[src/rtl/qdma_stm_c2h_gen_pkg.sv]
// Shared types for the C2H stream generator: stub C2H header beat layout and the queued command.
package qdma_stm_c2h_gen_pkg;

    localparam int STM_QID_BITS   = 12;
    localparam int STM_FLOW_BITS  = 8;
    localparam int STM_TDEST_BITS = 16;
    localparam int STM_LEN_BITS   = 16;

    typedef struct packed {
        logic [STM_LEN_BITS-1:0] pkt_len;
        logic                    eot;
        logic                    usr_int;
        logic [13:0]             rsvd;
    } c2h_stub_tmh_t;

    typedef struct packed {
        logic [63:0]   cmp_data_0;
        c2h_stub_tmh_t tmh;
    } c2h_stub_cmp_t;

    typedef struct packed {
        c2h_stub_cmp_t             cmp;
        logic [STM_TDEST_BITS-1:0] tdest;
        logic [STM_FLOW_BITS-1:0]  flow_id;
        logic [STM_QID_BITS-1:0]   qid;
    } c2h_stub_hdr_beat_t;

    typedef struct packed {
        logic [STM_QID_BITS-1:0]   qid;
        logic [STM_FLOW_BITS-1:0]  flow_id;
        logic [STM_TDEST_BITS-1:0] tdest;
        logic [STM_LEN_BITS-1:0]   pkt_len;
        logic                      eot;
        logic [7:0]                seed;
    } stm_gen_cmd_t;

    // Header carries only the command fields; everything else is zero.
    function automatic c2h_stub_hdr_beat_t stm_gen_hdr(input stm_gen_cmd_t c);
        c2h_stub_hdr_beat_t h;
        h                 = '0;
        h.qid             = c.qid;
        h.flow_id         = c.flow_id;
        h.tdest           = c.tdest;
        h.cmp.tmh.pkt_len = c.pkt_len;
        h.cmp.tmh.eot     = c.eot;
        return h;
    endfunction

endpackage

[src/rtl/qdma_fifo_lut.sv]
// Small LUT-based synchronous FIFO with a combinational (unregistered) read port.
module qdma_fifo_lut #(
    parameter int FIFO_DEPTH = 2,
    parameter int WIDTH      = 8
) (
    input  logic             clk,
    input  logic             rst,
    input  logic             i_wr_en,
    input  logic [WIDTH-1:0] i_wr_data,
    input  logic             i_rd_en,
    output logic [WIDTH-1:0] o_rd_data,
    output logic             o_full,
    output logic             o_empty
);

    localparam int PTR_W = (FIFO_DEPTH > 1) ? $clog2(FIFO_DEPTH) : 1;
    localparam int CNT_W = $clog2(FIFO_DEPTH + 1);

    logic [WIDTH-1:0] r_mem [FIFO_DEPTH];
    logic [PTR_W-1:0] r_wptr;
    logic [PTR_W-1:0] r_rptr;
    logic [CNT_W-1:0] r_cnt;
    logic             w_wr;
    logic             w_rd;

    function automatic logic [PTR_W-1:0] ptr_inc(input logic [PTR_W-1:0] p);
        return (p == PTR_W'(FIFO_DEPTH - 1)) ? {PTR_W{1'b0}} : p + PTR_W'(1);
    endfunction

    assign w_wr      = i_wr_en & ~o_full;
    assign w_rd      = i_rd_en & ~o_empty;
    assign o_full    = (r_cnt == CNT_W'(FIFO_DEPTH));
    assign o_empty   = (r_cnt == {CNT_W{1'b0}});
    assign o_rd_data = r_mem[r_rptr];

    // Pointer and occupancy tracking.
    always_ff @(posedge clk or posedge rst) begin
        if (rst) begin
            r_wptr <= {PTR_W{1'b0}};
            r_rptr <= {PTR_W{1'b0}};
            r_cnt  <= {CNT_W{1'b0}};
        end else begin
            if (w_wr) r_wptr <= ptr_inc(r_wptr);
            else      r_wptr <= r_wptr;
            if (w_rd) r_rptr <= ptr_inc(r_rptr);
            else      r_rptr <= r_rptr;
            case ({w_wr, w_rd})
                2'b10:   r_cnt <= r_cnt + CNT_W'(1);
                2'b01:   r_cnt <= r_cnt - CNT_W'(1);
                default: r_cnt <= r_cnt;
            endcase
        end
    end

    // Entry storage.
    always_ff @(posedge clk or posedge rst) begin
        if (rst) begin
            for (int i = 0; i < FIFO_DEPTH; i++) r_mem[i] <= {WIDTH{1'b0}};
        end else if (w_wr) begin
            r_mem[r_wptr] <= i_wr_data;
        end else begin
            r_mem[r_wptr] <= r_mem[r_wptr];
        end
    end

endmodule

[src/rtl/qdma_stm_c2h_gen.sv]
// C2H stream packet generator: each queued command becomes one header beat followed by
// seed-patterned payload beats on the C2H AXI-Stream.
module qdma_stm_c2h_gen
    import qdma_stm_c2h_gen_pkg::*;
#(
    parameter int MAX_DATA_WIDTH = 512,
    parameter int TDEST_BITS     = 16,
    parameter int QID_BITS       = 12,
    parameter int FLOW_BITS      = 8,
    parameter int LEN_BITS       = 16
) (
    input  logic                      clk,
    input  logic                      rst,
    input  logic                      cmd_vld,
    output logic                      cmd_rdy,
    input  logic [QID_BITS-1:0]       cmd_qid,
    input  logic [FLOW_BITS-1:0]      cmd_flow_id,
    input  logic [TDEST_BITS-1:0]     cmd_tdest,
    input  logic [LEN_BITS-1:0]       cmd_pkt_len,
    input  logic                      cmd_eot,
    input  logic [7:0]                cmd_seed,
    output logic [MAX_DATA_WIDTH-1:0] out_axis_tdata,
    output logic                      out_axis_tuser,
    output logic                      out_axis_tlast,
    output logic                      out_axis_tvalid,
    input  logic                      out_axis_tready,
    output logic                      busy,
    output logic [31:0]               pkt_cnt
);

    localparam int BYTES = MAX_DATA_WIDTH / 8;
    localparam int OFF_W = LEN_BITS + 1;
    localparam int HDR_W = $bits(c2h_stub_hdr_beat_t);

    localparam logic [1:0] S_IDLE = 2'd0;
    localparam logic [1:0] S_HDR  = 2'd1;
    localparam logic [1:0] S_PLD  = 2'd2;

    logic [1:0]                r_state;
    logic [LEN_BITS-1:0]       r_len;
    logic [7:0]                r_seed;
    logic [OFF_W-1:0]          r_off;
    logic [MAX_DATA_WIDTH-1:0] r_tdata;
    logic                      r_tuser;
    logic                      r_tlast;
    logic                      r_tvalid;
    logic [31:0]               r_pkt_cnt;

    stm_gen_cmd_t              w_cmd_in;
    stm_gen_cmd_t              w_cmd_head;
    logic                      w_full;
    logic                      w_empty;
    logic                      w_push;
    logic                      w_pop;
    logic                      w_fire;
    logic                      w_load_hdr;
    logic                      w_load_pld;
    logic                      w_go_idle;
    logic [MAX_DATA_WIDTH-1:0] w_hdr_data;
    logic [MAX_DATA_WIDTH-1:0] w_pld_data;
    logic                      w_pld_last;

    logic [1:0]                w_nxt_state;
    logic [LEN_BITS-1:0]       w_nxt_len;
    logic [7:0]                w_nxt_seed;
    logic [OFF_W-1:0]          w_nxt_off;
    logic [MAX_DATA_WIDTH-1:0] w_nxt_tdata;
    logic                      w_nxt_tuser;
    logic                      w_nxt_tlast;
    logic                      w_nxt_tvalid;

    // Byte k of the beat is packet byte (off + k); bytes past pkt_len are zero.
    function automatic logic [MAX_DATA_WIDTH-1:0] gen_beat(input logic [7:0]          seed,
                                                           input logic [OFF_W-1:0]    off,
                                                           input logic [LEN_BITS-1:0] len);
        logic [MAX_DATA_WIDTH-1:0] d;
        logic [OFF_W-1:0]          idx;
        d = {MAX_DATA_WIDTH{1'b0}};
        for (int k = 0; k < BYTES; k++) begin
            idx = off + OFF_W'(k);
            if (idx < {1'b0, len}) d[k*8 +: 8] = seed + idx[7:0];
            else                   d[k*8 +: 8] = 8'h00;
        end
        return d;
    endfunction

    assign w_push = cmd_vld & cmd_rdy;
    assign w_fire = r_tvalid & out_axis_tready;

    // Pack the command ports into the FIFO entry.
    always_comb begin
        w_cmd_in         = '0;
        w_cmd_in.qid     = cmd_qid;
        w_cmd_in.flow_id = cmd_flow_id;
        w_cmd_in.tdest   = cmd_tdest;
        w_cmd_in.pkt_len = cmd_pkt_len;
        w_cmd_in.eot     = cmd_eot;
        w_cmd_in.seed    = cmd_seed;
    end

    qdma_fifo_lut #(
        .FIFO_DEPTH (2),
        .WIDTH      ($bits(stm_gen_cmd_t))
    ) u_cmd_fifo (
        .clk       (clk),
        .rst       (rst),
        .i_wr_en   (w_push),
        .i_wr_data (w_cmd_in),
        .i_rd_en   (w_pop),
        .o_rd_data (w_cmd_head),
        .o_full    (w_full),
        .o_empty   (w_empty)
    );

    assign w_hdr_data = {{(MAX_DATA_WIDTH-HDR_W){1'b0}}, stm_gen_hdr(w_cmd_head)};
    assign w_pld_data = gen_beat(r_seed, r_off, r_len);
    assign w_pld_last = ((r_off + OFF_W'(BYTES)) >= {1'b0, r_len});

    // Sequencing decisions: the next beat is chosen on the same cycle the current one handshakes.
    always_comb begin
        w_load_hdr = 1'b0;
        w_load_pld = 1'b0;
        w_go_idle  = 1'b0;
        case (r_state)
            S_IDLE: w_load_hdr = ~w_empty;
            S_HDR: begin
                w_go_idle  = w_fire & (r_len == {LEN_BITS{1'b0}});
                w_load_pld = w_fire & (r_len != {LEN_BITS{1'b0}});
            end
            S_PLD: begin
                w_load_hdr = w_fire & r_tlast & ~w_empty;
                w_go_idle  = w_fire & r_tlast & w_empty;
                w_load_pld = w_fire & ~r_tlast;
            end
            default: w_go_idle = 1'b1;
        endcase
        w_pop = w_load_hdr;
    end

    // Next-state and next-beat values.
    always_comb begin
        w_nxt_state  = r_state;
        w_nxt_len    = r_len;
        w_nxt_seed   = r_seed;
        w_nxt_off    = r_off;
        w_nxt_tdata  = r_tdata;
        w_nxt_tuser  = r_tuser;
        w_nxt_tlast  = r_tlast;
        w_nxt_tvalid = r_tvalid;
        if (w_load_hdr) begin
            w_nxt_state  = S_HDR;
            w_nxt_len    = w_cmd_head.pkt_len;
            w_nxt_seed   = w_cmd_head.seed;
            w_nxt_off    = {OFF_W{1'b0}};
            w_nxt_tdata  = w_hdr_data;
            w_nxt_tuser  = 1'b1;
            w_nxt_tlast  = (w_cmd_head.pkt_len == {LEN_BITS{1'b0}});
            w_nxt_tvalid = 1'b1;
        end else if (w_load_pld) begin
            w_nxt_state  = S_PLD;
            w_nxt_off    = r_off + OFF_W'(BYTES);
            w_nxt_tdata  = w_pld_data;
            w_nxt_tuser  = 1'b0;
            w_nxt_tlast  = w_pld_last;
            w_nxt_tvalid = 1'b1;
        end else if (w_go_idle) begin
            w_nxt_state  = S_IDLE;
            w_nxt_tdata  = {MAX_DATA_WIDTH{1'b0}};
            w_nxt_tuser  = 1'b0;
            w_nxt_tlast  = 1'b0;
            w_nxt_tvalid = 1'b0;
        end else begin
            w_nxt_state  = r_state;
        end
    end

    // State, working command and output beat registers.
    always_ff @(posedge clk or posedge rst) begin
        if (rst) begin
            r_state  <= S_IDLE;
            r_len    <= {LEN_BITS{1'b0}};
            r_seed   <= 8'h00;
            r_off    <= {OFF_W{1'b0}};
            r_tdata  <= {MAX_DATA_WIDTH{1'b0}};
            r_tuser  <= 1'b0;
            r_tlast  <= 1'b0;
            r_tvalid <= 1'b0;
        end else begin
            r_state  <= w_nxt_state;
            r_len    <= w_nxt_len;
            r_seed   <= w_nxt_seed;
            r_off    <= w_nxt_off;
            r_tdata  <= w_nxt_tdata;
            r_tuser  <= w_nxt_tuser;
            r_tlast  <= w_nxt_tlast;
            r_tvalid <= w_nxt_tvalid;
        end
    end

    // Completed-packet counter, wraps naturally.
    always_ff @(posedge clk or posedge rst) begin
        if (rst)                    r_pkt_cnt <= 32'd0;
        else if (w_fire && r_tlast) r_pkt_cnt <= r_pkt_cnt + 32'd1;
        else                        r_pkt_cnt <= r_pkt_cnt;
    end

    assign cmd_rdy         = ~rst & ~w_full;
    assign busy            = (r_state != S_IDLE) | ~w_empty;
    assign pkt_cnt         = r_pkt_cnt;
    assign out_axis_tdata  = r_tdata;
    assign out_axis_tuser  = r_tuser;
    assign out_axis_tlast  = r_tlast;
    assign out_axis_tvalid = r_tvalid;

endmodule

[config.mk]
export PLATFORM = sky130hd
export DESIGN_NAME = qdma_stm_c2h_gen
export DESIGN_NICKNAME = d
export VERILOG_FILES = /design/src/rtl/qdma_stm_c2h_gen_pkg.sv /design/src/rtl/qdma_fifo_lut.sv /design/src/rtl/qdma_stm_c2h_gen.sv
export SDC_FILE = /design/constraint.sdc
export NUM_CORES = 2
export LEC_CHECK = 0
export CAP_MARGIN = 20
export CORE_AREA = 2 2 275 277
export CTS_CLUSTER_SIZE = 14
export DETAILED_ROUTE_END_ITERATION = 12
export DIE_AREA = 0 0 277 279
export GPL_TIMING_DRIVEN = 0
export PLACE_DENSITY = 0.8
export SYNTH_ARGS = -nofsm -noshare
export SYNTH_HDL_FRONTEND = slang
export SYNTH_SLANG_ARGS = --single-unit
[constraint.sdc]
create_clock -name clk -period 70.3 [get_ports clk]
set_clock_uncertainty 0.05 [all_clocks]
set_input_delay 7.03 -clock clk [delete_from_list [all_inputs] [get_ports clk]]
set_output_delay 7.03 -clock clk [all_outputs]
set_load 0.02 [all_outputs]
Yosys cells after proc, flatten, opt, wreduce, memory -nomap -nowiden
Index checks and enable logic that the tools add are counted.
{"block": "op_classes", "div": 0, "bitwise": 18, "shifts": 0, "multipliers": 0, "mux": 96, "n_addsub": 133, "n_reduce_logical": 11, "order_cmp": 68, "n_eq_ne": 5}
{"op": "512-bit 2-to-1 mux", "count": 3}
{"op": "17-bit by 16-bit less-than comparator with 1-bit output", "count": 64}
{"op": "17-bit by 6-bit adder with 17-bit output, second input constant", "count": 32}
{"op": "8-bit adder", "count": 64}
{"op": "8-bit 2-to-1 mux", "count": 64}
{"op": "61-bit 2-to-1 mux", "count": 7}
{"op": "17-bit by 5-bit adder with 17-bit output, second input constant", "count": 16}
{"op": "122-bit bitwise mux", "count": 2}
{"op": "17-bit by 4-bit adder with 17-bit output, second input constant", "count": 8}
{"op": "122-bit 2-to-1 mux", "count": 1}
{"op": "17-bit by 3-bit adder with 17-bit output, second input constant", "count": 4}
{"op": "61-bit demux with 1-bit select", "count": 1}
{"op": "17-bit by 2-bit adder with 17-bit output, second input constant", "count": 2}
{"op": "17-bit 2-to-1 mux", "count": 2}
{"op": "32-bit by 1-bit adder with 32-bit output, second input constant", "count": 1}
{"op": "16-bit logical NOT", "count": 2}
{"op": "17-bit by 1-bit adder with 17-bit output, second input constant", "count": 1}
{"op": "17-bit by 7-bit adder with 17-bit output, second input constant", "count": 1}
{"op": "17-bit by 16-bit >= comparator with 1-bit output", "count": 1}
{"op": "16-bit nonzero test", "count": 1}
{"op": "1-bit AND", "count": 11}
{"op": "1-bit 2-to-1 mux", "count": 9}
{"op": "2-bit == test, second input constant", "count": 3}
{"op": "2-bit 2-to-1 mux", "count": 3}
{"op": "16 further kinds", "count": 28}
{"block": "totals", "reg_bits": 716, "in_bits": 65, "rom_bits": 0, "latchBits": 0, "out_inout_bits": 549, "memories": 0, "mem_bits_rw": 0}

Depth between registers and ports, before layout
{"block": "depth", "depth_word": 7, "ltp_mapped": 13, "depth_no_buf": 10}

Hierarchy
Synthesis repeated with hierarchy kept, for this count alone.
{"block": "unflattened", "cells_unflattened": 2866, "area_unflattened_um2": 33687.3}
{"mod": "qdma_stm_c2h_gen", "area_per_inst_um2": 28228.3, "seq_area_each_um2": 14589.0, "cells_each": 2522, "instances": 1}
{"mod": "qdma_fifo_lut", "area_per_inst_um2": 5459.0, "seq_area_each_um2": 3153.0, "cells_each": 344, "instances": 1}

Worst setup path before layout
Ideal clock, no wire load.
{"block": "synth_timing", "path_type": "input to output", "from": "input rst", "to": "output cmd_rdy", "arrival_time_ps": 7438, "required_ps": 63220, "slack_ps": 55782, "path_stages": 1, "path_cell_list": "a21oi_1"}
{"block": "synth_via", "elab_chain_cells": 2}
{"element": "from (decl)", "line": "qdma_stm_c2h_gen.sv:13", "source": "input logic rst,"}
{"element": "1-bit inverter", "line": "qdma_stm_c2h_gen.sv:207", "source": "assign cmd_rdy = ~rst & ~w_full;"}
{"element": "1-bit AND", "line": "qdma_stm_c2h_gen.sv:207"}
{"element": "to (decl)", "line": "qdma_stm_c2h_gen.sv:15", "source": "output logic cmd_rdy,"}
No other way between the ends.

Final worst setup path
Ends and elaborated chain as after synthesis.

==> out/metrics.yaml <==
final_layout:
  syn_to_final_growth_pct: 31.5
  drive_gt1_share_pct: 9.81
  nets: 3965
  fin_util_pct: 58.8
  finalInstanceArea_um2: 43500
  finalNonFillerCells: 4866
timing:
  holdWs_ps: 428
  worst-slew-pin-transition_ps: 1270
  final-hold-violation-count: 0
  relSlewSlack_pct: 15.5
  setup_slack_ps: 54730
  fmax_ghz: 0.0642
  fin_crit_sh_pct: 22.1
  setup_tns_ps: 0
  slew_viol_final: 0
  setup_viol_count_final: 0
  rsz0062_at_grt: "false"
  final.min_clock_period_ps: 15570
die:
  row_count: 100
  ioPinCount: 614
  die_w_um: 277
  start_util_pct: 44.7
  dieHeight_um: 279
  die_area_um2: 77300
  core_area_um2: 74100
place:
  port_buffers: 613
  dpl-instance-area_um2: 40900
  place_congestion: 1.05
  place_ws_ps: 54720
  dpl.cell_count: 4719
  post-dp-hpwl_mm: 123
cts:
  cts-htree-levels: 3
  cts_root_buf: "clkbuf_16"
  cts_buffers: 74
  cts_sinks: 709
  clockBufferDepth: 3
  clock_latency_ps: 650
  cts-hold-fix-buffers: 0
  clkSlewWorstSetupHoldPaths_ps: 60
  postCtsSetupRepairBufs: 0
  ctsResizeCount: 0
  cts_tree: "yes"
logic_synthesis:
  netlist_area_um2: 33100
  synthCells: 3114
  async_flop_share_pct: 100
  yosys.area.top_type_share_pct: 53.6
  synth_nets: 3246
  synth_top_cells_by_count: "dfrtp_1 (709), nand2_1 (409), o21ai_0 (290), a22o_1 (167), nor2_1 (164)"
  synth_most_common_cell: "dfrtp_1"
  synth_top_area_cell: "dfrtp_1"
  synth_seq_cells: 709
  ys_seq_area_share_pct: 53.6
  ys_warn_count: 0
  ys.flop_type: "dfrtp_1"
  yosys.cell_types.count: 68
  synth-edff-count: 0
  avgSynthCellArea_um2: 10.6
  yosys-top-cells-area: "dfrtp_1 (54%), nand2_1 (4.6%), a22o_1 (4.4%)"
drt:
  drt_first_iter_violations: 4016
  wl_per_cell_um: 33.2
  vias: 31000
  viasPerCell: 6.37
  finalWirelength_mm: 162
  firstDrtPassIters: 6
  drtAntennaViolNets: 0
  route.detailed.drc: 0
critical_path:
  worstPathRequired_ps: 63220
  cp-start-kind: "input pin"
  cp-startpoint: "rst"
  worst_setup_path_end_kind: "output pin"
  path_class: "input pin to output pin"
  r2r-start: "r_seed[1]$_DFFE_PP0P_"
  crit_arrival_ps: 8490
  crit_fanout: 3
global_routing:
  grt_util_all_layers_pct: 41.0
  grt_overflow: 0
  grt_pass1_wl_mm: 225
  antenna_found_initial: 9
  grt_pass1_vias: 30100
  grt_max_degree: 131
power:
  power.total_mw: 2.58
  vdd_drop_max_mv: 0.0373
  pwr_density_cell_nw_per_um2: 59.3
  p_leak_nw: 19.1
flow_run:
  drv_cap: 0
min_path:
  hold_path_startpoint: "out_axis_tdata[102]$_DFFE_PP0P_"
  hold_path_class: "flip-flop to flip-flop"
status:
  status: "complete, no violations"
==> registers in the layout, indices dropped and copies added, names as in the netlist <==
name	count
pkt_cnt	32
u_cmd_fifo.r_rptr	1
u_cmd_fifo.r_cnt	2
out_axis_tdata	512
r_off	11
u_cmd_fifo.r_mem	122
r_state	2
out_axis_tlast	1
out_axis_tvalid	1
r_seed	8
r_len	16
u_cmd_fifo.r_wptr	1
==> cells by family (layout without fill, tap and decap cells) <==
logic type	after synthesis	in the layout	synth area share (%)
other	0	3	0
AND/OR/NAND/NOR	834	834	11.4
adder cells (fa/ha/maj)	67	67	2.53
multiplexers	184	184	6.05
XOR/XNOR	229	229	6.06
AO/OA/AOI/OAI	815	815	16.5
flip-flops	709	709	53.6
buffers and inverters	276	1056	3.77
==> critical path, stage by stage <==
cell	delay [ps]
clkdlybuf4s50_1	520
a21oi_1	260
clkdlybuf4s50_1	670
==> power breakdown <==
group | total [mW] | switching, mW | internal (mW)
combinational | 1.49 | 0.982 | 0.507
sequential | 0.674 | 0.115 | 0.558
clock | 0.416 | 0.179 | 0.237
total | 2.58 | 1.28 | 1.30
==> layer usage <==
layer  track usage, %  vias up  part of all wire, %
met5                0        -                0.075
met4             23.7        8                  6.9
met3             13.9      567                   13
met2             61.6     2518                   43
met1             51.6    15400                   36
li1                 -    12500                    -
==> path summary, 6_finish.rpt <==
check | end | slack [ps] | depth (start not counted)
max in group asynchronous | out_axis_tdata[39]$_DFFE_PP0P_ | 61410 | 4
min reg2reg | out_axis_tdata[102]$_DFFE_PP0P_ | 430 | 2
max | cmd_rdy | 54730 | 3
min in group asynchronous | u_cmd_fifo.r_wptr$_DFFE_PP0P_ | 6980 | 2
min | out_axis_tdata[102]$_DFFE_PP0P_ | 430 | 2
max reg2reg | out_axis_tdata[28]$_DFFE_PP0P_ | 64750 | 9
==> cell type report <==
cell class                 count  area (µm²)
sequential                   709       17700
clock inverter                26         340
fill                        6215       30600
inverter                      41         161
clock buffer                 111        2230
multi-input combinational   2129       14200
tap                          969        1210
timing repair buffer         643        6540
antenna                        3        7.51
buffer                       235        1090
==> placed cells by master, fill, tap and decap left out, types with 21 or more instances in the layout <==
cell type and instances:
mux2i_1 56, o21ai_0 290, ha_1 67, clkdlybuf4s50_1 613
a32o_1 64, nand2_1 409, clkbuf_16 75, a21o_1 35
a21oi_1 145, a221o_1 26, buf_2 42, mux2_2 128
nand3_1 57, a22o_1 167, nor2_1 163, nand4_1 24
inv_1 37, xor2_1 83, clkbuf_1 163, and2_1 21
xnor2_1 145, dfrtp_1 709, buf_6 33, buf_1 23
clkbuf_8 22, nor3_1 26
(Power assumes the default switching activity.)
